## src/rtl/hazard_pkg.sv

```systemverilog
// Shared types and helpers for the pipeline hazard/forwarding controller.
package hazard_pkg;

  // Widest register address the scoreboard can hold; REG_AW must not exceed it.
  localparam int RD_MAX_W = 8;

  // Forwarding select value meaning "take the operand from the register file".
  localparam int FWD_RF = 0;

  typedef struct packed {
    logic                valid;
    logic [RD_MAX_W-1:0] rd;
    logic                we;
    logic                is_load;
  } sb_entry_t;

  function automatic int sel_width(input int depth);
    return $clog2(depth + 1);
  endfunction

endpackage

```

## src/rtl/sat_counter.sv

```systemverilog
// Event counter that sticks at all-ones instead of wrapping.
module sat_counter #(
  parameter int W = 32
) (
  input  logic         clock,
  input  logic         reset,
  input  logic         inc,
  output logic [W-1:0] count
);

  always_ff @(posedge clock) begin
    if (reset) begin
      count <= '0;
    end else if (inc && (count != '1)) begin
      count <= count + 1'b1;
    end
  end

endmodule

```

## src/rtl/pipe_hazard_unit.sv

```systemverilog
// Hazard, forwarding and flush control for the in-order pipeline: a shift-register
// scoreboard of in-flight writes (E..WB) drives stall, bubble, flush and operand selects.
module pipe_hazard_unit
  import hazard_pkg::*;
#(
  parameter int XLEN   = 32,
  parameter int REG_AW = 5,
  parameter int DEPTH  = 3,
  parameter int FWD_EN = 1
) (
  input  logic                          clock,
  input  logic                          reset,
  input  logic                          dec_valid,
  input  logic [REG_AW-1:0]             dec_rs1,
  input  logic [REG_AW-1:0]             dec_rs2,
  input  logic                          dec_rs1_used,
  input  logic                          dec_rs2_used,
  input  logic [REG_AW-1:0]             dec_rd,
  input  logic                          dec_we,
  input  logic                          dec_is_load,
  input  logic                          redirect,
  output logic                          stall,
  output logic                          bubble_e,
  output logic                          flush_d,
  output logic [sel_width(DEPTH)-1:0]   fwd_rs1_sel,
  output logic [sel_width(DEPTH)-1:0]   fwd_rs2_sel,
  output logic [XLEN-1:0]               stall_cnt,
  output logic [XLEN-1:0]               flush_cnt
);

  localparam int SEL_W = sel_width(DEPTH);

  sb_entry_t           sb_q [DEPTH];
  sb_entry_t           ent0_d;
  logic [DEPTH-1:0]    hit1;
  logic [DEPTH-1:0]    hit2;
  logic [RD_MAX_W-1:0] rs1_x;
  logic [RD_MAX_W-1:0] rs2_x;
  logic [SEL_W-1:0]    sel1_raw;
  logic [SEL_W-1:0]    sel2_raw;
  logic                lu1;
  logic                lu2;
  logic                stall_raw;

  assign rs1_x = RD_MAX_W'(dec_rs1);
  assign rs2_x = RD_MAX_W'(dec_rs2);

  // x0 is hard-wired to zero, so a source of x0 never depends on anything.
  for (genvar k = 0; k < DEPTH; k++) begin : g_match
    assign hit1[k] = sb_q[k].valid & sb_q[k].we & (sb_q[k].rd == rs1_x) &
                     (dec_rs1 != '0) & dec_rs1_used;
    assign hit2[k] = sb_q[k].valid & sb_q[k].we & (sb_q[k].rd == rs2_x) &
                     (dec_rs2 != '0) & dec_rs2_used;
  end

  // Scan oldest to youngest so the youngest matching entry ends up selected.
  always_comb begin
    sel1_raw = SEL_W'(FWD_RF);
    sel2_raw = SEL_W'(FWD_RF);
    for (int i = DEPTH - 1; i >= 0; i--) begin
      if (hit1[i]) sel1_raw = SEL_W'(i + 1);
      if (hit2[i]) sel2_raw = SEL_W'(i + 1);
    end
  end

  // A load still in E has no result yet; only that case cannot be forwarded.
  assign lu1 = hit1[0] & sb_q[0].is_load;
  assign lu2 = hit2[0] & sb_q[0].is_load;

  if (FWD_EN != 0) begin : g_fwd
    assign stall_raw   = lu1 | lu2;
    assign fwd_rs1_sel = lu1 ? SEL_W'(FWD_RF) : sel1_raw;
    assign fwd_rs2_sel = lu2 ? SEL_W'(FWD_RF) : sel2_raw;
  end else begin : g_stall_only
    assign stall_raw   = (|hit1) | (|hit2);
    assign fwd_rs1_sel = SEL_W'(FWD_RF);
    assign fwd_rs2_sel = SEL_W'(FWD_RF);
  end

  // A redirect squashes the decode instruction, so its hazards no longer matter.
  assign stall    = stall_raw & ~redirect;
  assign bubble_e = stall_raw | redirect;
  assign flush_d  = redirect;

  // dec_valid qualifies the decode slot; the slot is consumed into E on an edge
  // where stall and redirect are both low, otherwise E receives a bubble.
  always_comb begin
    ent0_d = '0;
    if (dec_valid && !stall && !redirect) begin
      ent0_d.valid   = 1'b1;
      ent0_d.rd      = RD_MAX_W'(dec_rd);
      ent0_d.we      = dec_we;
      ent0_d.is_load = dec_is_load;
    end
  end

  always_ff @(posedge clock) begin
    if (reset) begin
      for (int i = 0; i < DEPTH; i++) sb_q[i] <= '0;
    end else begin
      sb_q[0] <= ent0_d;
      for (int i = 1; i < DEPTH; i++) sb_q[i] <= sb_q[i-1];
    end
  end

  sat_counter #(.W(XLEN)) u_stall_cnt (
    .clock (clock),
    .reset (reset),
    .inc   (stall),
    .count (stall_cnt)
  );

  sat_counter #(.W(XLEN)) u_flush_cnt (
    .clock (clock),
    .reset (reset),
    .inc   (redirect),
    .count (flush_cnt)
  );

endmodule

```

## config.mk

```make
export PLATFORM = sky130hd
export DESIGN_NAME = pipe_hazard_unit
export DESIGN_NICKNAME = d
export VERILOG_FILES = /design/src/rtl/hazard_pkg.sv /design/src/rtl/sat_counter.sv /design/src/rtl/pipe_hazard_unit.sv
export SDC_FILE = /design/constraint.sdc
export NUM_CORES = 1
export LEC_CHECK = 0
export ABC_CLOCK_PERIOD_IN_PS = 3450
export CAP_MARGIN = 25
export CELL_PAD_IN_SITES_DETAIL_PLACEMENT = 1
export CELL_PAD_IN_SITES_GLOBAL_PLACEMENT = 1
export CORE_ASPECT_RATIO = 2
export CORE_UTILIZATION = 37
export DETAILED_ROUTE_END_ITERATION = 10
export PLACE_DENSITY = 0.82
export SLEW_MARGIN = 20
export SYNTH_ARGS = -nofsm -noshare
export SYNTH_HDL_FRONTEND = slang
export SYNTH_SLANG_ARGS = --single-unit
export TNS_END_PERCENT = 30
```

## constraint.sdc

```tcl
create_clock -name clock -period 3.45 [get_ports clock]
set_clock_uncertainty 0.15 [all_clocks]
set_input_delay 0.69 -clock clock [delete_from_list [all_inputs] [get_ports clock]]
set_output_delay 0.69 -clock clock [all_outputs]
set_load 0.05 [all_outputs]
```

* Yosys cells after proc, flatten, opt, wreduce, memory -nomap -nowiden
Memory sizes are Yosys's and may differ from the RTL's. Cells that the tools add are included.
Operators by class: reductions and logical operators 8, add/sub/neg operators 2, mux-type cells 15, bitwise operators 30, equal/unequal tests 8
Operator list (number):
- $add 32x1->32 const B | 2
- $ne 32x32->1 const B | 2
- $eq 8x5->1 | 6
- $mux 11 | 4
- $and 1x1->1 | 24
- $mux 2 | 8
- $reduce_bool 5->1 | 2
- $or 1x1->1 | 5
- $logic_and 1x1->1 | 4
- $mux 1 | 3
- $logic_not 1->1 | 2
- $not 1->1 | 1
Word-level totals: word-level logic and storage cells 66, memories 1, RAM bits 33, register bits after elaboration 64
Memories:
- sb_q | words 3, width 11, rd ports 3, clocked after memory_dff 0, write ports 3, RTL line pipe_hazard_unit.sv:33 | sb_entry_t sb_q [DEPTH];

* Longest topological paths before layout
Gate-level depths: netlist of the first run. An unclocked memory read counts as a cell.
word-level depth 13, gate-level depth with buffers 11

* Hierarchy
A second synthesis of the first run with hierarchy kept.
Unflattened totals: cells, all modules 509, area, all modules 4506.8 um^2
Modules (own cells, without submodules):
- sat_counter | seq. area each 640.6 um^2, cells an instance 199, area an instance 1674.1 um^2, instances 2
- pipe_hazard_unit | seq. area each 440.4 um^2, cells an instance 111, area an instance 1158.6 um^2, instances 1

* Worst setup path after synthesis of the first run
Ideal clock, no wire load.
kind input port to output port, start point input dec_rs1[0], end point output fwd_rs1_sel[0], stages on the path 5, path slack 0.235 ns, arrival 2.375 ns, cell sequence or4_1 > o21ai_1 > or4_1 > nand2b_1 > mux2i_1
On the way: word-level cells in the longest chain between the ends 8
Ends and longest elaborated chain:
- start: declaration | RTL line pipe_hazard_unit.sv:14 | input logic [REG_AW-1:0] dec_rs1,
- $eq 8x5->1 | RTL line pipe_hazard_unit.sv:50 | assign hit1[k] = sb_q[k].valid & sb_q[k].we & (sb_q[k].rd == rs1_x) &
- $and 1x1->1 (2 in series) | RTL line pipe_hazard_unit.sv:50
- $and 1x1->1 | RTL line pipe_hazard_unit.sv:51 | (dec_rs1 != '0) & dec_rs1_used;
- $mux 2 (3 in series) | RTL line pipe_hazard_unit.sv:61 | if (hit1[i]) sel1_raw = SEL_W'(i + 1);
- $mux 2 (*) | RTL line pipe_hazard_unit.sv:72 | assign fwd_rs1_sel = lu1 ? SEL_W'(FWD_RF) : sel1_raw;
- end: declaration | RTL line pipe_hazard_unit.sv:25 | output logic [sel_width(DEPTH)-1:0] fwd_rs1_sel,
Every way passes the cells marked *; elsewhere a longest branch is shown, timed or not.

* Final worst setup path of the first run
start point input dec_rs2[1], end point output fwd_rs2_sel[0]
On the way: word-level cells in the longest chain between the ends 8
Ends and longest elaborated chain:
- start: declaration | RTL line pipe_hazard_unit.sv:15 | input logic [REG_AW-1:0] dec_rs2,
- $eq 8x5->1 | RTL line pipe_hazard_unit.sv:52 | assign hit2[k] = sb_q[k].valid & sb_q[k].we & (sb_q[k].rd == rs2_x) &
- $and 1x1->1 (2 in series) | RTL line pipe_hazard_unit.sv:52
- $and 1x1->1 | RTL line pipe_hazard_unit.sv:53 | (dec_rs2 != '0) & dec_rs2_used;
- $mux 2 (3 in series) | RTL line pipe_hazard_unit.sv:62 | if (hit2[i]) sel2_raw = SEL_W'(i + 1);
- $mux 2 (*) | RTL line pipe_hazard_unit.sv:73 | assign fwd_rs2_sel = lu2 ? SEL_W'(FWD_RF) : sel2_raw;
- end: declaration | RTL line pipe_hazard_unit.sv:26 | output logic [sel_width(DEPTH)-1:0] fwd_rs2_sel,
Marked as above.

==> results of run 1 <==
## layout make-up
type | instances | area, um2
multi-input combinational | 364 | 2310
inverter | 6 | 22.5
clock inverter | 7 | 65.1
timing repair buffer | 105 | 1070
tap | 140 | 175
fill | 1272 | 5290
clock buffer | 9 | 225
sequential | 86 | 1720
## worst max-delay path by stage
stage / from / cells after the start / endpoint
after floorplan: dec_rs1[0] / 5 / fwd_rs1_sel[0]
after detailed placement: dec_rs2[0] / 8 / bubble_e
final: dec_rs2[1] / 7 / fwd_rs2_sel[0]
after global placement: dec_rs2[0] / 8 / bubble_e
after CTS: dec_rs1[3] / 7 / fwd_rs1_sel[0]
after global routing: dec_rs2[1] / 7 / fwd_rs2_sel[0]
## registers in the layout, summed over array words and instances, names as in the netlist
register and count:
sb_q 22, u_stall_cnt.count 32, u_flush_cnt.count 32
## what timing repair did
item | in CTS | in global routing
pin swaps | 0 | 1
endpoints found under the hold margin | 0 | 0
gates resized for setup | 11 | 7
setup endpoints to repair | 4 | 5
gates cloned | 0 | 0
## worst max-delay path: cells and delay by family
family,cells,cell delay (ns)
simple gates,3,0.84
buf+inv,2,0.48
xor+xnor,1,0.22
mux,1,0.22
## metal layers
layer,up-vias,wire length [um],share of wire,track usage
li1,1902,-,-,-
met1,1943,4340,0.35,0.203
met2,92,7270,0.59,0.447
met3,31,301,0.024,0.0257
met4,0,468,0.038,0.133
met5,-,0,0,0
## placed cells by master, fill, tap and decap left out, types with 3 or more instances in the layout
cell	n
buf_4	13
buf_12	5
nand3_1	30
a21oi_1	29
o31ai_1	10
inv_1	6
xnor2_1	27
nor2_1	45
nor3_1	6
o21ai_2	3
or4_1	17
and2_1	10
clkinv_2	4
or3_1	19
clkbuf_16	9
clkdlybuf4s50_1	76
nand4_1	29
o21ai_1	15
xor2_1	32
and4_1	10
mux2_1	3
nor4_1	7
dfxtp_1	86
dlymetal6s2s_1	4
dlygate4sd2_1	6
nand2_1	26
nor2b_1	17
and3_1	5
## cell families after synthesis
family          after synthesis  synth area share
buf+inv                      26            0.0341
mux                           7            0.0178
fa+ha+maj                     2           0.00604
xor+xnor                     60             0.127
compound gates               65            0.0894
flops                        86             0.416
simple gates                230             0.310
## power groups by stage
stage / registers, mW / logic (mW) / clock network, mW
2_1_floorplan: 1.04 / 0.0525 / 0
6_report: 1.01 / 0.115 / 0.964
3_3_place_gp: 1.03 / 0.111 / 0
5_1_grt: 1.01 / 0.123 / 1.02
4_1_cts: 1.01 / 0.116 / 0.981
3_5_place_dp: 1.03 / 0.116 / 0
==> impl_results.md, run 1 <==
- First-pass GRT wire length: 20.0 mm
- Hold EP: sb_q[0][23]
- Sequential share of power: 0.483
- Async S/R FF share, synth: 0
- Post-synth top area cell: dfxtp_1
- Placed cell count: 701
- Most frequent cells after synthesis: dfxtp_1, nor2_1, xor2_1
- Outcome: completed
- Reg2reg setup slack: 0.59 ns
- Reg clk slew, reported paths: 0.06 ns
- Worst-path cell chain: dlygate4sd2_1 -> xnor2_1 -> nand4_1 -> or4_1 -> nand2b_1 -> mux2i_2 -> buf_12
- Clk Latency, worst-skew pair: 0.34 ns
- Share of Yosys cell area claimed by the top area cell type: 0.416
- Yosys reg bits: 86
- Final Hold Vio Count: 0
- Final WS setup: 0.156 ns
- Max Clock Freq: 304 MHz
- CP max stage cell: or4_1
- Fin crit share: 0.955
- Max cap viols: 0
- Worst hold margin: 0.319 ns
- R2r endpoint: u_stall_cnt.count[8]
- Final instance area: 5580 um2
- Top FF cell, synth: dfxtp_1
- Reg2Reg Depth: 8
- Pre-CTS WS: -0.202 ns
- DRT Wirelength: 12.4 mm
- Hold crit path type: reg2reg
- # rows: 54
- Area Overhead vs Synth: 34.8%
- Initial antenna violation count: 0
- Pwr Total: 2.09 mW
- Vias: 3,968
- IO buf count: 93
- DRC violations left: 0
- Vias in the first global route: 4,099
- Core Footprint: 10,900 um2
- Switching Fraction: 0.230
- Setup Viol. Count Final: 0
- Most frequent cell after synthesis: dfxtp_1
- CP arrival: 2.45 ns
- TNS Setup: 0 ns
- Largest net degree at the start of global routing: 48
- Die Y: 152 um
- RePlAce Congestion: 0.829
- Gate Count Post-Synth: 476
- Post-CTS Setup Inserts: 0
- Antenna Violating Nets Remaining: 0
- Wire per inst: 17.3 um
- TritonCTS clock tree: yes
- Worst Tran Pin Value: 0.666 ns
- Crit. End Element: output pin
- NumNets Final: 597
- Num Clock Sinks: 86
- CTS buffer count: 9
- Leakage: 1.87 nW
- Initial DRT Pass Iterations: 4
- Post-Syn Nets: 501
- Clock H-tree levels: 3
- CP startpoint kind: input pin
- Layout cell share with drive strength beyond 1: 0.0815
- Final cell utilization of the core: 0.513
- Syn Std Cell Area: 4140 um2
- Crit path kind: in2out
- Placed Instance Area: 5260 um2
- Starting Density: 0.381
- Die width: 76.8 um
- Combinational Power Share: 0.055
- Final min period: 3.29 ns
- Die ar.: 11,600 um2
- Internal power: 1.61 mW
- Syn_area_per_cell: 8.70 um2
- Hold_sp: sb_q[0][12]
- Max stage delay on crit path: 0.53 ns
- Post-synth cell types: 38
- Post-route non-filler standard cell count: 717
- Psw: 0.481 mW
- Ys Warns: 0
- Post-DP HPWL: 9.34 mm
- Final max-slew violation count: 0
- Clk root buf: clkbuf_16
- Max FO, Critical Path: 4
- DR iter-0 viols: 92
- RSZ-0062 raised after global routing: no
- Max_slew headroom: 0.552
- Clock power share: 0.462
- Hold depth: 1
- Pwr Density: 374 nW/um2
- Number of synthesized flops with an enable pin: 0
- # IOs: 94
- Sequential element share of the synthesized area: 0.416
- GRT overflow: 0
- Via density: 5.53
- Area contributors post-synth: dfxtp_1, xor2_1, xnor2_1
- Antenna cells: 0
- Reg-to-reg critical path startpoint: u_stall_cnt.count[0]
- Gr usage total: 0.220
- CP required: 2.61 ns
- Post-CTS Hold Fix Bufs: 0
- CTS Buffer Depth: 2
- Peak VDD IR: 300 uV
Power figures use the tool's default switching activity.
==> run 2, diff against run 1 <==
Settings changed: CELL_PAD_IN_SITES_DETAIL_PLACEMENT 1 to default, CELL_PAD_IN_SITES_GLOBAL_PLACEMENT 1 to default, CORE_UTILIZATION 37 to 45, PLACE_DENSITY 0.82 to 0.76.
==> run 2 against run 1 <==
Against the previous run: global-route usage increased by 1.3 points; via count is 0.71% lower; worst setup slack worse by 0.043 ns; routed wire length is 13% lower; sequential power about the same; first-iteration DRC count grew to 2.9 times the previous value; maximum frequency shrank 1.3%; final area fell by 0.56%; power down 3.4%; sequential cell count unchanged; die area shrank 17%; sequential share of layout area increased by 0.17 points; critical endpoint is now fwd_rs1_sel[0].
==> impl_results.md, run 2 (synthesis gave the netlist of run 1 again) <==
- Placed Instance Area: 5220 um2 (was 5260 um2)
- Leakage: 1.88 nW (was 1.87 nW)
- Antenna Violating Nets Remaining: 0 (unchanged)
- Fin crit share: 0.967 (was 0.955)
- Post-CTS Hold Fix Bufs: 0 (unchanged)
- CP startpoint kind: input pin (unchanged)
- Reg area: 1720 um2 (unchanged)
- Setup Viol. Count Final: 0 (unchanged)
- DRC violations left: 0 (unchanged)
- Clk root buf: clkbuf_16 (unchanged)
- CP arrival: 2.50 ns (was 2.45 ns)
- DRT Wirelength: 10.8 mm (was 12.4 mm)
- IO buf count: 93 (unchanged)
- Gr usage total: 0.233 (was 0.220)
- Peak VDD IR: 304 uV (was 300 uV)
- Final Hold Vio Count: 0 (unchanged)
- Largest net degree at the start of global routing: 35 (was 48)
- First-pass GRT wire length: 17.8 mm (was 20.0 mm)
- Initial DRT Pass Iterations: 4 (unchanged)
- DR iter-0 viols: 264 (was 92)
- Pwr Density: 363 nW/um2 (was 374 nW/um2)
- Layout cell share with drive strength beyond 1: 0.0813 (was 0.0815)
- NumNets Final: 598 (was 597)
- Most frequent cells in the layout: dfxtp_1, clkdlybuf4s50_1, nor2_1 (unchanged)
- Worst Tran Pin Value: 0.713 ns (was 0.666 ns)
- Pwr Total: 2.02 mW (was 2.09 mW)
- # IOs: 94 (unchanged)
- Starting Density: 0.463 (was 0.381)
- CP required: 2.61 ns (about the same)
- TritonCTS clock tree: yes (unchanged)
- Crit path kind: in2out (unchanged)
- Area of the multi-input gates: 2320 um2 (was 2310 um2)
- Outcome: completed (unchanged)
- Die ar.: 9610 um2 (was 11,600 um2)
- Max_slew headroom: 0.520 (was 0.552)
- Reg clk slew, reported paths: 0.06 ns (about the same)
- Max cap viols: 0 (unchanged)
- Num Clock Sinks: 86 (unchanged)
- CTS buffer count: 9 (unchanged)
- Die Y: 138 um (was 152 um)
- Max Clock Freq: 300 MHz (was 304 MHz)
- Max FO, Critical Path: 3 (was 4)
- Initial antenna violation count: 0 (unchanged)
- RePlAce Congestion: 0.876 (was 0.829)
- Final instance area: 5550 um2 (was 5580 um2)
- Commonest non-fill, non-tap cell in the layout: dfxtp_1 (unchanged)
- Biggest regs: u_flush_cnt.count (32), u_stall_cnt.count (32), sb_q (22) (unchanged)
- Clock H-tree levels: 3 (unchanged)
- Final max-slew violation count: 0 (unchanged)
- Clk Latency, worst-skew pair: 0.34 ns (about the same)
- CTS Buffer Depth: 2 (unchanged)
- Vias in the first global route: 3,943 (was 4,099)
- Post-DP HPWL: 8.12 mm (was 9.34 mm)
- Area Overhead vs Synth: 34.1% (was 34.8%)
- # rows: 49 (was 54)
- Via density: 5.79 (was 5.53)
- Core Footprint: 8950 um2 (was 10,900 um2)
- Hold crit path type: reg2reg (unchanged)
- Crit. End Element: output pin (unchanged)
- RSZ-0062 raised after global routing: no (unchanged)
- FILL cells: 777 (was 1,272)
- Antenna cells: 0 (unchanged)
- GRT overflow: 0 (unchanged)
- Wire per inst: 15.8 um (was 17.3 um)
- Vias: 3,940 (was 3,968)
- Final min period: 3.34 ns (was 3.29 ns)
- Die width: 69.8 um (was 76.8 um)
## run 2: metrics by stage
stage          setup WS, ns  instances   util  setup TNS, ns  hold slack (ns)
2_1_floorplan         0.235        476      -              0            0.288
3_3_place_gp         -0.106        664  0.583         -0.223            0.298
3_5_place_dp         -0.106        664  0.583         -0.240            0.313
4_1_cts              0.0166        680  0.616              0            0.321
5_1_grt              0.0747        680  0.620              0            0.339
6_report              0.113        680  0.620              0            0.318
## run 2: path summary, 6_finish.rpt
check	from	endpoint	slack, ns	depth (start not counted)
worst max-delay path	dec_rs1_used	fwd_rs1_sel[0]	0.11	6
worst min-delay path	sb_q[0][12]	sb_q[0][23]	0.32	1
worst max register to register	u_stall_cnt.count[0]	u_stall_cnt.count[30]	0.71	7
worst min register to register	sb_q[0][12]	sb_q[0][23]	0.32	1
## run 2: area by class of cell
class | instances | share of cell area
Multi-Input combinational cell | 364 | 0.418
Sequential cell | 86 | 0.310
Timing Repair Buffer | 106 | 0.195
Clock buffer | 10 | 0.0430
Tap cell | 102 | 0.0230
Clock inverter | 6 | 0.00676
Inverter | 6 | 0.00406
## run 2: power breakdown
part           leakage [nW]  internal [mW]  total (mW)  switching (mW)
Combinational          1.05         0.0529       0.115          0.0625
Clock                 0.130          0.503       0.893           0.391
Sequential            0.694           1.00        1.01         0.00846
## run 2: critical path: stages
cell and delay (ns):
clkdlybuf4s50_1 0.55, o21ai_4 0.10, or4_1 0.55, nand2b_1 0.21
mux2i_4 0.22, buf_12 0.17
## run 2: timing repair
item,in CTS,in global routing
buffers inserted,0,0
pin swaps,1,2
setup endpoints to repair,4,5
resized for setup,10,10
cloned,0,0
## run 2: layer usage
metal / vias to the layer above / share of wire / GRT usage
met3: 39 / 0.025 / 0.0219
met2: 108 / 0.57 / 0.457
met1: 1887 / 0.35 / 0.218
met5: - / 0 / 0
met4: 0 / 0.051 / 0.172
li1: 1906 / - / -
==> run 3, diff against run 2 <==
Settings changed: PLACE_DENSITY 0.76 to 0.8, TNS_END_PERCENT 30 to 5.
==> run 3 against run 2 <==
Against the previous run: die area unchanged; global-route usage down 1.5 points; sequential share of layout area about the same; critical path type unchanged.
==> impl_results.md, run 3 (synthesis gave the netlist of run 1 again) <==
- Post-DP HPWL: 7.91 mm (was 8.12 mm)
- Worst hold margin: 0.319 ns (was 0.318 ns)
- Via density: 5.83 (was 5.79)
- Leakage: 1.87 nW (was 1.88 nW)
- CP startpoint kind: input pin (unchanged)
- Area Overhead vs Synth: 33.9% (was 34.1%)
- DRT Wirelength: 10.4 mm (was 10.8 mm)
- NumNets Final: 597 (was 598)
- RePlAce Congestion: 0.918 (was 0.876)
- Hold crit path type: reg2reg (unchanged)
- Layout cell share with drive strength beyond 1: 0.0780 (was 0.0813)
- First-pass GRT wire length: 16.8 mm (was 17.8 mm)
- # rows: 49 (unchanged)
- Core Footprint: 8950 um2 (unchanged)
- CTS buffer count: 9 (unchanged)
- Outcome: completed (unchanged)
- Pwr Total: 2.09 mW (was 2.02 mW)
- Commonest non-fill, non-tap cell in the layout: dfxtp_1 (unchanged)
- CP arrival: 2.52 ns (was 2.50 ns)
- Crit. End Element: output pin (unchanged)
- Peak VDD IR: 309 uV (was 304 uV)
- TNS Setup: 0 ns (unchanged)
- CP max stage cell: or4_4 (was clkdlybuf4s50_1)
- Met3 wire length: 329 um (was 273 um)
- Starting Density: 0.463 (unchanged)
- Post-CTS Hold Fix Bufs: 0 (unchanged)
- Top layer in use: met4 (unchanged)
- DRC violations left: 0 (unchanged)
- Most frequent cells in the layout: dfxtp_1, clkdlybuf4s50_1, nor2_1 (unchanged)
- Max stage delay on crit path: 0.54 ns (was 0.55 ns)
- Biggest regs: u_flush_cnt.count (32), u_stall_cnt.count (32), sb_q (22) (unchanged)
- Worst Tran Pin Value: 0.714 ns (was 0.713 ns)
- Die ar.: 9610 um2 (unchanged)
- Antenna Violating Nets Remaining: 0 (unchanged)
- Die Y: 138 um (unchanged)
- Reg clk slew, reported paths: 0.06 ns (about the same)
- Initial antenna violation count: 0 (unchanged)
- Gr usage total: 0.218 (was 0.233)
- CTS Buffer Depth: 2 (unchanged)
- # IOs: 94 (unchanged)
- Max FO, Critical Path: 4 (was 3)
- Met1 WL: 3.86 mm (was 3.81 mm)
- CP required: 2.61 ns (about the same)
- TritonCTS clock tree: yes (unchanged)
- Final min period: 3.36 ns (was 3.34 ns)
- Initial DRT Pass Iterations: 5 (was 4)
- Antenna cells: 0 (unchanged)
- Max Clock Freq: 298 MHz (was 300 MHz)
- Die width: 69.8 um (unchanged)
- IO buf count: 93 (unchanged)
- Wire per inst: 15.4 um (was 15.8 um)
- Num Clock Sinks: 86 (unchanged)
- Setup Viol. Count Final: 0 (unchanged)
- Pwr Density: 376 nW/um2 (was 363 nW/um2)
- Worst-path cell chain: clkdlybuf4s50_1 -> or4_4 -> o21ai_2 -> nor3_2 -> o21ai_2 -> buf_4 -> nand2_1 -> buf_4 (was clkdlybuf4s50_1 -> o21ai_4 -> or4_1 -> nand2b_1 -> mux2i_4 -> buf_12)
- GRT overflow: 0 (unchanged)
- Met2 wire length: 5.86 mm (was 6.13 mm)
- Max_slew headroom: 0.520 (about the same)
- Largest net degree at the start of global routing: 48 (was 35)
- Final max-slew violation count: 0 (unchanged)
- Vias: 3,959 (was 3,940)
- DR iter-0 viols: 329 (was 264)
- Final Hold Vio Count: 0 (unchanged)
- Crit path kind: in2out (unchanged)
- Clk root buf: clkbuf_16 (unchanged)
- Max cap viols: 0 (unchanged)
- RSZ-0062 raised after global routing: no (unchanged)
- Fin crit share: 0.973 (was 0.967)
- Vias in the first global route: 3,719 (was 3,943)
- Clk Latency, worst-skew pair: 0.33 ns (was 0.34 ns)
- Clock H-tree levels: 3 (unchanged)
-- run 3: cell types whose count changed in the layout (fill, tap and decap cells not counted), sizes merged --
cell	delta
clkinvlp	-2
bufinv	+1
dlymetal6s2s	-2
dlygate4sd2	+1
clkbuf	+3
clkdlybuf4s50	+1
clkinv	-2
buf	-1
-- run 3: final timing paths --
path / from / end / slack [ns] / cells past startpoint
max reg2reg: u_stall_cnt.count[0] / u_stall_cnt.count[8] / 0.63 / 8
min: sb_q[0][12] / sb_q[0][23] / 0.32 / 1
min reg2reg: sb_q[0][12] / sb_q[0][23] / 0.32 / 1
max: dec_rs1[0] / bubble_e / 0.09 / 8
-- run 3: metrics by stage --
step	cell area, um2	instances	util	setup WS, ns
finish	5550	679	0.620	0.0916
global route	5550	679	0.620	0.00969
CTS	5520	679	0.617	0.00669
detailed placement	5210	663	0.582	-0.128
global placement	5210	663	0.582	-0.0858
floorplan	4140	476	-	0.235
-- run 3: where the power goes --
part           total (mW)  internal (mW)  switching [mW]
registers            1.01           1.00         0.00926
logic               0.114         0.0525          0.0613
clock network       0.965          0.600           0.365
-- run 3: timing repair --
| action | CTS | global route |
|---|---|---|
| gates resized for setup | 9 | 8 |
| pin swaps | 1 | 1 |
| setup buffers | 0 | 0 |
| setup endpoints to repair | 4 | 4 |
| endpoints found under the hold margin | 0 | 0 |
| cloned | 0 | 0 |
-- run 3: critical path, delay by kind of cell --
kind | cells | cell delay (ns)
and+or+nand+nor | 3 | 0.70
buffers and inverters | 3 | 0.78
AOI/OAI and AO/OA | 2 | 0.34
-- run 3: area by class of cell --
class	instances	area [um2]
Fill cell	746	3400
Sequential cell	86	1720
Clock inverter	3	42.5
Clock buffer	13	260
Multi-Input combinational cell	364	2300
Timing Repair Buffer	105	1070
Inverter	6	22.5
Tap cell	102	128
-- run 3: metal layers --
metal | vias up | global-route usage
met5 | - | 0
met4 | 0 | 0.131
met3 | 30 | 0.0358
met2 | 114 | 0.417
met1 | 1899 | 0.216
li1 | 1916 | -
==> variant: new RTL, flow settings as in run 1 <==
`FWD_EN`: 1 -> 0.
--- a/src/rtl/pipe_hazard_unit.sv
+++ b/src/rtl/pipe_hazard_unit.sv
@@ -7,5 +7,5 @@
   parameter int REG_AW = 5,
   parameter int DEPTH  = 3,
-  parameter int FWD_EN = 1
+  parameter int FWD_EN = 0
 ) (
   input  logic                          clock,
Function: changed (a bounded check fails within 4 cycles, from zero or initial values and one cycle with reset high).
==> variant against run 1 <==
Largest cell class unchanged. Via count fell by 0.63%. Non-clock buffer count grew 4. Core utilization up 0.86 points. Maximum frequency shrank 2.7%. Die area fell by 1.4%. Critical path depth is 1 higher. Sequential share of layout area fell by 0.10 points. Global-route usage up 0.96 points. Final area decreased by 0.83%. Synthesized area fell by 1.5%. Sequential cell count decreased by 1. Total power decreased by 1.8%. Wire length grew 1.8%. Worst setup slack got worse by 0.092 ns.
==> variant: results (changes against run 1) <==
maximum number of pins on one net before global-route repair 40 (was 48); final net count 595 (was 597); quantity of hold-fixing buffers added after cts 0 (unchanged); slew of the pin with the lowest slew margin 0.641 ns (was 0.666 ns); clock latency of the later-clocked register in the worst-skew pair 0.35 ns; layout cells sized above 1 0.0939 (was 0.0815); Comb power frac 0.066 (was 0.055); VDD IR max 0.281 mV (was 0.300 mV); count of instances resized after the clock tree is built 20 (was 11); count of input and output buffers 88 (was 93); Leakage 1.95 nW (was 1.87 nW); post-route met1 wirelength 4570 um (was 4340 um); initial drt markers 143 (was 92); Cell variety after synth 40 (was 38); routed wire length on met3 445 um (was 301 um); post-synthesis sequential area ratio 0.417 (was 0.416); Slowest Stage Delay on Critical Path 0.34 ns (was 0.53 ns); weighted congestion at the end of routability-driven global placement 0.820 (was 0.829); synth cell count leaders 85 x dfxtp_1, 50 x nor2_1, 36 x xor2_1 (was 86 x dfxtp_1, 45 x nor2_1, 32 x xor2_1); post-detail-place hpwl 9190 um (was 9340 um); Max clock buf depth 2 (unchanged); Overall Power 2.05 mW (was 2.09 mW); total global routing track utilization 0.230 (was 0.220); first-pass GRT wire length 20500 um (was 20000 um); crit path DAT 2.55 ns (was 2.45 ns); P_sw 518 uW (was 481 uW); post-detailed-route via-to-cell ratio 5.54 (was 5.53); registers with the most flip-flops u_flush_cnt.count (32), u_stall_cnt.count (32), sb_q (21) (was u_flush_cnt.count (32), u_stall_cnt.count (32), sb_q (22)); Detail Route met2 WL 7120 um (was 7270 um); clock share of power 0.448 (was 0.462); filler instances 1259 (was 1272); GR Layer Usage met2 0.454 (was 0.447); number of global-route vias before repair 4300 (was 4099); area of all sequential standard cells 1700 um2 (was 1720 um2); Post-CTS Setup Inserts 2 (was 0); Slowest-stage cell, CP nor4_2 (was or4_1); top post-synthesis cells by area dfxtp_1 42%, xor2_1 7.7%, xnor2_1 6.0% (was dfxtp_1 42%, xor2_1 6.8%, xnor2_1 5.9%); mean routed wirelength per cell 17.7 um (was 17.3 um); met1 demand-to-capacity share in global routing 0.213 (was 0.203); global-route met3 utilization 0.0406 (was 0.0257); status finished, final reports clean (unchanged)
-- variant: cell types whose count changed in the layout (fill, tap and decap cells not counted), moves of 5 or more --
| cell | change |
|---|---|
| and3_1 | +14 |
| o21ai_0 | +9 |
| nor2_1 | +5 |
| nand4_1 | -7 |
| or3_1 | -9 |
| o21ai_1 | -14 |
| buf_4 | +7 |
| a21oi_1 | -9 |
| o211ai_1 | +5 |
| nand3_1 | -11 |
-- variant: area by class of cell --
class | instances | area share
multi-input cells | 358 | 0.416
flip-flops and latches | 85 | 0.307
repair buffers | 109 | 0.191
clock buffers | 9 | 0.0407
well taps | 137 | 0.0310
clock inverters | 7 | 0.00904
inverters | 7 | 0.00474
-- variant: path summary, 6_finish.rpt --
kind,endpoint,slack [ns],depth (start not counted),start
worst min-delay path,sb_q[0][21],0.33,1,sb_q[0][10]
worst max-delay path,bubble_e,0.06,8,dec_rs1[0]
worst max register to register,u_stall_cnt.count[29],0.61,9,sb_q[0][25]
worst min register to register,sb_q[0][21],0.33,1,sb_q[0][10]
-- variant: through the flow --
step           area, um2  worst slack [ns]  setup TNS (ns)  hold WS, ns  cells
4_1_cts             5540          0.000511               0        0.343    712
5_1_grt             5540            0.0131               0        0.363    712
2_1_floorplan       4090             0.290               0        0.309    473
3_5_place_dp        5200            -0.248           -3.48        0.334    694
3_3_place_gp        5200            -0.124           -1.31        0.327    694
6_report            5540            0.0635               0        0.335    712
-- variant: critical path: cells and delay by family --
kind	cells	cell delay [ns]
compound gates	1	0.22
simple gates	3	0.83
xor+xnor	1	0.19
buf+inv	3	0.62
-- variant: kinds of logic after synthesis --
group           share of synthesized area
simple gates                        0.287
flops                               0.417
compound gates                      0.110
xor+xnor                            0.137
buf+inv                            0.0340
mux                               0.00736
fa+ha+maj                         0.00613
other cells                      0.000919
